## config.mk

```make
export PLATFORM = sky130hd
export DESIGN_NAME = random_delay_requester_flat
export DESIGN_NICKNAME = d
export VERILOG_FILES = /design/src/rtl/random_delay_requester_if.sv /design/src/rtl/random_delay_requester.sv /design/src/flat_wrapper.sv
export SDC_FILE = /design/constraint.sdc
export NUM_CORES = 1
export LEC_CHECK = 0
export CORE_UTILIZATION = 46
export CTS_BUF_LIST = sky130_fd_sc_hd__clkbuf_8
export DETAILED_ROUTE_END_ITERATION = 8
export PLACE_DENSITY = 0.63
export SLEW_MARGIN = 20
export SYNTH_ARGS = -nofsm -noshare
export SYNTH_HDL_FRONTEND = slang
export SYNTH_SLANG_ARGS = --single-unit
```

## constraint.sdc

```tcl
create_clock -name i_clk -period 4.6 [get_ports i_clk]
set_clock_uncertainty 0.2 [all_clocks]
set_input_delay 0.69 -clock i_clk [delete_from_list [all_inputs] [get_ports i_clk]]
set_output_delay 0.69 -clock i_clk [all_outputs]
set_load 0.005 [all_outputs]
```

## src/rtl/random_delay_requester_if.sv

```systemverilog
// rtl/random_delay_requester_if.sv - random-delay requester handshake and status bundle
interface random_delay_requester_if;
    logic       ena;
    logic       req;
    logic       cancel;
    logic [7:0] rnd_value;
    logic       rnd_rdy;
    logic       rnd_start;
    logic [7:0] captured;
    logic       busy;
    logic       delay_done;
    logic       err;

    modport master (
        output ena, req, cancel, rnd_value, rnd_rdy,
        input  rnd_start, captured, busy, delay_done, err
    );

    modport slave (
        input  ena, req, cancel, rnd_value, rnd_rdy,
        output rnd_start, captured, busy, delay_done, err
    );
endinterface

```

## src/rtl/random_delay_requester.sv

```systemverilog
// rtl/random_delay_requester.sv - requests a random value and turns it into a randomized tick delay
module random_delay_requester #(
    parameter int MIN_DELAY = 16,
    parameter int SHIFT     = 0,
    parameter int TIMEOUT   = 64
) (
    input  logic                      i_clk,
    input  logic                      i_rst,
    random_delay_requester_if.slave   bus_if
);

    localparam logic [2:0] S_IDLE     = 3'd0;
    localparam logic [2:0] S_ARM      = 3'd1;
    localparam logic [2:0] S_WAIT_RDY = 3'd2;
    localparam logic [2:0] S_DELAY    = 3'd3;
    localparam logic [2:0] S_DONE     = 3'd4;

    logic [2:0]  r_state;
    logic [2:0]  w_state_nxt;
    logic        r_rnd_start;
    logic        w_rnd_start_nxt;
    logic [7:0]  r_captured;
    logic [7:0]  w_captured_nxt;
    logic        r_err;
    logic        w_err_nxt;
    logic [15:0] r_cnt;
    logic [15:0] w_cnt_nxt;
    logic [7:0]  r_tcnt;
    logic [7:0]  w_tcnt_nxt;

    logic [15:0] w_load;
    logic [7:0]  w_tcnt_inc;
    logic        w_timeout;
    logic        w_handshake;

    assign w_load      = (16'(bus_if.rnd_value) << SHIFT) + 16'(MIN_DELAY);
    assign w_tcnt_inc  = r_tcnt + 8'd1;
    assign w_handshake = (r_state == S_ARM) || (r_state == S_WAIT_RDY);
    assign w_timeout   = w_handshake && bus_if.ena && (w_tcnt_inc == 8'(TIMEOUT));

    always_comb begin
        w_state_nxt     = r_state;
        w_rnd_start_nxt = r_rnd_start;
        w_captured_nxt  = r_captured;
        w_err_nxt       = r_err;
        w_cnt_nxt       = r_cnt;
        w_tcnt_nxt      = r_tcnt;

        if (w_handshake && bus_if.ena) begin
            w_tcnt_nxt = w_tcnt_inc;
        end

        case (r_state)
            S_IDLE: begin
                if (bus_if.req) begin
                    w_state_nxt     = S_ARM;
                    w_rnd_start_nxt = 1'b1;
                    w_err_nxt       = 1'b0;
                    w_tcnt_nxt      = 8'd0;
                end
            end
            S_ARM: begin
                // A ready flag still high here belongs to the previous run; wait for it to clear.
                if (w_timeout) begin
                    w_state_nxt     = S_IDLE;
                    w_rnd_start_nxt = 1'b0;
                    w_err_nxt       = 1'b1;
                end else if (!bus_if.rnd_rdy) begin
                    w_state_nxt = S_WAIT_RDY;
                end
            end
            S_WAIT_RDY: begin
                if (bus_if.rnd_rdy) begin
                    // Dropping start on the capture edge freezes the generator output.
                    w_captured_nxt  = bus_if.rnd_value;
                    w_rnd_start_nxt = 1'b0;
                    w_cnt_nxt       = w_load;
                    w_state_nxt     = (w_load == 16'd0) ? S_DONE : S_DELAY;
                end else if (w_timeout) begin
                    w_state_nxt     = S_IDLE;
                    w_rnd_start_nxt = 1'b0;
                    w_err_nxt       = 1'b1;
                end
            end
            S_DELAY: begin
                if (bus_if.ena) begin
                    w_cnt_nxt = r_cnt - 16'd1;
                    if (r_cnt == 16'd1) begin
                        w_state_nxt = S_DONE;
                    end
                end
            end
            S_DONE: begin
                w_state_nxt = S_IDLE;
            end
            default: begin
                w_state_nxt     = S_IDLE;
                w_rnd_start_nxt = 1'b0;
            end
        endcase

        if (bus_if.cancel) begin
            w_state_nxt     = S_IDLE;
            w_rnd_start_nxt = 1'b0;
            w_captured_nxt  = r_captured;
            w_err_nxt       = r_err;
            w_cnt_nxt       = 16'd0;
            w_tcnt_nxt      = r_tcnt;
        end
    end

    always_ff @(posedge i_clk or negedge i_rst) begin
        if (!i_rst) begin
            r_state     <= S_IDLE;
            r_rnd_start <= 1'b0;
            r_captured  <= 8'h00;
            r_err       <= 1'b0;
            r_cnt       <= 16'd0;
            r_tcnt      <= 8'd0;
        end else begin
            r_state     <= w_state_nxt;
            r_rnd_start <= w_rnd_start_nxt;
            r_captured  <= w_captured_nxt;
            r_err       <= w_err_nxt;
            r_cnt       <= w_cnt_nxt;
            r_tcnt      <= w_tcnt_nxt;
        end
    end

    assign bus_if.rnd_start  = r_rnd_start;
    assign bus_if.captured   = r_captured;
    assign bus_if.busy       = (r_state != S_IDLE);
    assign bus_if.delay_done = (r_state == S_DONE);
    assign bus_if.err        = r_err;

endmodule

```

## src/flat_wrapper.sv

```systemverilog
// flat-port wrapper written by rule: the top's interface ports become plain ports
module random_delay_requester_flat 
#(
    parameter int MIN_DELAY = 16,
    parameter int SHIFT     = 0,
    parameter int TIMEOUT   = 64
)
  (i_clk, i_rst, bus_if_ena, bus_if_req, bus_if_cancel, bus_if_rnd_value, bus_if_rnd_rdy, bus_if_rnd_start, bus_if_captured, bus_if_busy, bus_if_delay_done, bus_if_err);
  random_delay_requester_if bus_if_i ();
  input  logic i_clk;
  input  logic i_rst;
  input wire logic [$bits(bus_if_i.ena)-1:0] bus_if_ena;
  input wire logic [$bits(bus_if_i.req)-1:0] bus_if_req;
  input wire logic [$bits(bus_if_i.cancel)-1:0] bus_if_cancel;
  input wire logic [$bits(bus_if_i.rnd_value)-1:0] bus_if_rnd_value;
  input wire logic [$bits(bus_if_i.rnd_rdy)-1:0] bus_if_rnd_rdy;
  output wire logic [$bits(bus_if_i.rnd_start)-1:0] bus_if_rnd_start;
  output wire logic [$bits(bus_if_i.captured)-1:0] bus_if_captured;
  output wire logic [$bits(bus_if_i.busy)-1:0] bus_if_busy;
  output wire logic [$bits(bus_if_i.delay_done)-1:0] bus_if_delay_done;
  output wire logic [$bits(bus_if_i.err)-1:0] bus_if_err;
  assign bus_if_i.ena = bus_if_ena;
  assign bus_if_i.req = bus_if_req;
  assign bus_if_i.cancel = bus_if_cancel;
  assign bus_if_i.rnd_value = bus_if_rnd_value;
  assign bus_if_i.rnd_rdy = bus_if_rnd_rdy;
  assign bus_if_rnd_start = bus_if_i.rnd_start;
  assign bus_if_captured = bus_if_i.captured;
  assign bus_if_busy = bus_if_i.busy;
  assign bus_if_delay_done = bus_if_i.delay_done;
  assign bus_if_err = bus_if_i.err;
  random_delay_requester #(.MIN_DELAY(MIN_DELAY), .SHIFT(SHIFT), .TIMEOUT(TIMEOUT)) u_core (.i_clk(i_clk), .i_rst(i_rst), .bus_if(bus_if_i));
endmodule
```

# Yosys cells after proc, flatten, opt, wreduce, memory -nomap -nowiden
# Cells that the tools add are included.
[totals]
reg_bits = 37
latch_bits = 0
output_inout_bits = 12
mem_bits_rw = 0
word_cells = 65
input_bits = 14
n_memories = 0
romBits = 0
[op_classes]
n_div = 0
mux = 26
multipliers = 0
n_eq_ne = 15
reduce_logical = 14
n_bitwise = 1
shift = 0
order_cmp = 0
add_sub_neg = 3
[op_table]
columns = ["operator", "n"]
rows = [
  ["16-bit two-way mux", 3],
  ["16-bit case mux with 2 select lines", 1],
  ["3-bit two-way mux", 9],
  ["8-bit two-way mux", 3],
  ["16-bit by 1-bit == test with 1-bit output, second input constant", 1],
  ["16-bit logical NOT", 1],
  ["16-bit by 1-bit subtractor with 16-bit output, second input constant", 1],
  ["3-bit case mux with 4 select lines", 1],
  ["8-bit by 5-bit adder with 9-bit output, second input constant", 1],
  ["3-bit != test, second input constant", 3],
  ["3-bit nonzero test", 3],
  ["8-bit by 1-bit adder with 8-bit output, second input constant", 1],
  ["8-bit by 7-bit == test with 1-bit output, second input constant", 1],
  ["4-bit by 3-bit != test with 1-bit output, second input constant", 2],
  ["1-bit two-way mux", 7],
  ["3-bit by 2-bit == test with 1-bit output, second input constant", 2],
  ["3-bit AND reduction", 2],
  ["5-bit AND reduction", 1],
  ["2-bit != test, second input constant", 2],
  ["1-bit case mux with 4 select lines", 1],
  ["4-bit AND reduction", 1],
  ["3-bit by 1-bit == test with 1-bit output, second input constant", 1],
  ["3-bit == test, second input constant", 1],
  ["3-bit logical NOT", 1],
  ["other kinds (8)", 9],
]

# Depth between registers and ports, before layout
[depth]
ltp_word = 8
ltp_mapped = 7
ltp_nobuf = 7

# Least setup slack after synthesis
# Ideal clock, no wire load.
[synth_path]
kind = "register to register"
start = "register u_core.r_cnt[2]"
end = "register u_core.r_cnt[15]"
slack_ps = 1840
synth_period_minus_slack_ps = 2760
path_stages_with_launch = 7
path_buffers = 1
t_arrival_ps = 2482
required_ps = 4323
setup_ps = 77
cell_sequence = "dfrtp_1 -> or4_4 -> or3_4 -> or4_1 -> clkbuf_2 -> or4b_1 -> a21oi_1"
[synth_between]
elab_chain_cells = 4
[synth_lines]
columns = ["element", "line", "text"]
rows = [
  ["start: declaration", "random_delay_requester.sv:26", "logic [15:0] r_cnt;"],
  ["start signal: assignment", "random_delay_requester.sv:125", "r_cnt <= w_cnt_nxt;"],
  ["16-bit by 1-bit subtractor with 16-bit output", "random_delay_requester.sv:87", "w_cnt_nxt = r_cnt - 16'd1;"],
  ["16-bit two-way mux", "random_delay_requester.sv:86", "if (bus_if.ena) begin"],
  ["16-bit case mux with 2 select lines", "random_delay_requester.sv:53", "case (r_state)"],
  ["16-bit two-way mux", "random_delay_requester.sv:102", "if (bus_if.cancel) begin"],
]
# Every way passes these cells. The select of a mux whose other input is x is not followed.
# A chain may end at the register's enable or synchronous reset.

# Worst setup path in the final report
[layout_path]
start = "input port bus_if_cancel"
end = "register u_core.r_state[1]"
[layout_between]
elab_chain_cells = 2
elab_cells_between_ends = 7
cone_classes = "eq/ne: 5; mux: 1; reduce/logical: 1"
[layout_lines]
columns = ["element", "line", "text"]
rows = [
  ["start: declaration", "flat_wrapper.sv:14", "input wire logic [$bits(bus_if_i.cancel)-1:0] bus_if_cancel;"],
  ["4-bit by 3-bit != test with 1-bit output (no source line) (tied with other cells)", "-", ""],
  ["5-bit AND reduction (no source line)", "-", ""],
  ["end signal: assignment", "random_delay_requester.sv:121", "r_state <= w_state_nxt;"],
  ["end: declaration", "random_delay_requester.sv:18", "logic [2:0] r_state;"],
]
# Several ways; a longest one is shown, not always the timed one.

==> flow_summary.json <==
{
  "start_util_pct": 48.1,
  "die_w_um": 72.3,
  "design_area_um2": 2620,
  "ff2ff_path_depth": 5,
  "arrival_ns": 2.97,
  "critical-path-slowest-cell": "nor4bb_1",
  "synth-seq-cells": 37,
  "hold_violations": 0,
  "powerDensity_nw_per_um2": 500,
  "ir_worst_vdd_v": 0.000236,
  "fin_setup_tns_ns": 0,
  "r2r_end": "u_core.r_cnt[15]",
  "wl_per_cell_um": 14.9,
  "crit_buf_inv": 1,
  "via_per_inst": 5.75,
  "crit_chain": "clkdlybuf4s50_1 > nor4bb_1 > o31ai_1 > and3_1 > a211oi_1 > o21a_1",
  "synthArstFlopShare_pct": 100,
  "cts_tree": "built",
  "ant_nets": 0,
  "syn_to_final_growth_pct": 15.2,
  "clk_latency_ns": 0.29,
  "synth.top_cell.area_share_pct": 40.8,
  "first_pass_iters": 4,
  "p_clk_share_pct": 17.2,
  "htree_num_levels": 2,
  "antenna_cells": 0,
  "reg2reg_from": "u_core.r_cnt[2]",
  "status": "completed",
  "p_int_mw": 0.815,
  "drv_cap": 0,
  "fp.dieArea_um2": 5220,
  "share_comb_of_total_power_pct": 42.2,
  "synth.area.top_cells": "dfrtp_1 41%, mux2_2 4.5%, nor2_1 4.3%, o21ai_0 4.2%, a21oi_1 4.0%",
  "die_y_um": 72.3,
  "vias": 1931,
  "drc": 0,
  "ios": 26,
  "cts_made_buffers": 5,
  "wirelength_um": 5020,
  "clock-sinks": 37,
  "synth.avg_cell_area_um2": 9.23,
  "cp_max_fo": 12,
  "io_buffer_count": 25,
  "worst_slew_pin_slew_ns": 0.828,
  "cts_resized": 0,
  "yosysTopAreaCell": "dfrtp_1",
  "critPathMaxStageDelay_ns": 0.79,
  "core_area_um2": 4720,
  "worst_setup_path_end_kind": "register",
  "synth_cell_type_count": 53,
  "hold_ws_ns": 0.291,
  "worst-path-stages": 6,
  "p_sw_share_pct": 37.7,
  "start_kind": "input port",
  "postCtsSetupRepairBufs": 0,
  "clkTransAtPathRegs_ns": 0.08,
  "fmax_mhz": 341,
  "nets": 288,
  "antenna_found_initial": 0,
  "critPathKind": "input port to register",
  "hpwl_um": 3550,
  "rows": 25,
  "syn_inst": 246,
  "cts_buffer_depth": 2,
  "grt_max_degree": 38,
  "yosysSeqAreaShare_pct": 40.8,
  "cp-endpoint": "u_core.r_state[1]",
  "grt_pass1_wl_um": 8670,
  "setup_viol": 0,
  "critPathTopFamily": "simple AND/OR/NAND/NOR gates",
  "synth_edf_count": 0,
  "netlist_area_um2": 2270,
  "finalCriticalPeriod_ns": 2.93,
  "power_switching_mw": 0.493,
  "drt_iter0_markers": 139,
  "syn-num-nets": 266,
  "timing.slew.headroom_pct": 44.8,
  "gp_congestion": 0.820,
  "grt_pass1_vias": 1786,
  "grt_util_all_layers_pct": 21.5,
  "drive_gt1_share_pct": 9.67,
  "leakage_nw": 1.11,
  "postPlaceCellArea_um2": 2530,
  "synth_warnings": 0,
  "crit_start": "bus_if_cancel",
  "slew_viol_final": 0,
  "seqPwrFrac_pct": 40.6,
  "required_ns": 4.64,
  "grt_setup_unrepaired": "no",
  "gr-total-overflow": 0,
  "min_path_type": "input port to asynchronous set/reset pin",
  "root_buffer": "clkbuf_8",
  "r2r_slack_ns": 1.70,
  "cts_hold_buffers": 0,
  "period_share_pct": 63.7,
  "synthFlopType": "dfrtp_1"
}
==> layout make-up <==
| type | instances | area (um^2) |
|---|---|---|
| inverter | 8 | 30.0 |
| sequential | 37 | 926 |
| clock inverter | 3 | 15.0 |
| fill | 449 | 2110 |
| tap | 67 | 83.8 |
| multi-input combinational | 191 | 1250 |
| timing repair buffer | 25 | 245 |
| clock buffer | 5 | 68.8 |
==> cell families (layout without fill, tap and decap cells) <==
group | count (synthesis) | in the layout | share of synthesized area (%)
mux | 10 | 10 | 4.90
simple gates | 95 | 95 | 23.6
flops | 37 | 37 | 40.8
xor+xnor | 13 | 13 | 5.01
fa+ha+maj | 6 | 6 | 3.31
compound gates | 67 | 67 | 18.1
buf+inv | 18 | 41 | 4.30
==> synthesized netlist by cell type (4+ instances only) <==
library cell and number:
nand4_1 7, or3_1 6, mux2_2 9, nand3_1 6
nand2_1 10, a31oi_1 5, clkbuf_1 7, xnor2_1 5
ha_1 6, xor2_1 8, and2_1 4, nor2_1 26
a21oi_1 18, dfrtp_1 37, inv_1 8, o22ai_1 4
nor3_1 8, o21ai_0 19
==> cells in the final DEF, fill, tap and decap left out, types with 6 or more instances in the layout <==
cell | netlist | final
nor3_1 | 8 | 8
dfrtp_1 | 37 | 37
nand4_1 | 7 | 7
or3_1 | 6 | 6
xor2_1 | 8 | 8
a21oi_1 | 18 | 18
nor2_1 | 26 | 26
mux2_2 | 9 | 9
inv_1 | 8 | 10
clkdlybuf4s50_1 | 0 | 24
o21ai_0 | 19 | 19
ha_1 | 6 | 6
nand3_1 | 6 | 6
nand2_1 | 10 | 10
==> sequential cells by signal, indices dropped and copies added (netlist names) <==
register                 flops
u_core.bus_if.captured       8
u_core.bus_if.err            1
u_core.bus_if.rnd_start      1
u_core.r_cnt                16
u_core.r_state               3
u_core.r_tcnt                8
==> power groups by stage <==
stage                     clock network, mW  registers [mW]  logic, mW
after floorplan                           0           0.501      0.401
after global placement                    0           0.535      0.550
after detailed placement                  0           0.535      0.549
after CTS                             0.230           0.531      0.554
after global routing                  0.241           0.553      0.614
final                                 0.225           0.531      0.551
==> metal layers <==
layer	global-route usage (%)	vias to the layer above	routed length [um]
met4	5.01	0	33
met3	4.58	4	289
li1	-	956	-
met2	30.5	64	2100
met1	33.3	907	2600
met5	0	-	0
==> how the worst min path moves through the flow <==
stage	start	endpoint	depth (start not counted)
final	i_rst	u_core.r_state[1]	1
after global routing	u_core.bus_if.captured[0]	u_core.bus_if.captured[0]	1
after CTS	u_core.bus_if.err	u_core.bus_if.err	2
after detailed placement	u_core.bus_if.err	u_core.bus_if.err	2
after global placement	u_core.bus_if.err	u_core.bus_if.err	2
after floorplan	i_rst	u_core.bus_if.captured[0]	0
==> through the flow <==
stage | total power [mW] | cells | worst slack, ns | util, %
3_3_place_gp | 1.08 | 328 | 1.49 | 53.6
5_1_grt | 1.41 | 336 | 1.40 | 55.4
6_report | 1.31 | 336 | 1.67 | 55.4
2_1_floorplan | 0.902 | 246 | 1.84 | -
3_5_place_dp | 1.08 | 328 | 1.41 | 53.6
4_1_cts | 1.31 | 336 | 1.67 | 55.4
Note: power is estimated with default switching activity, not from simulation.
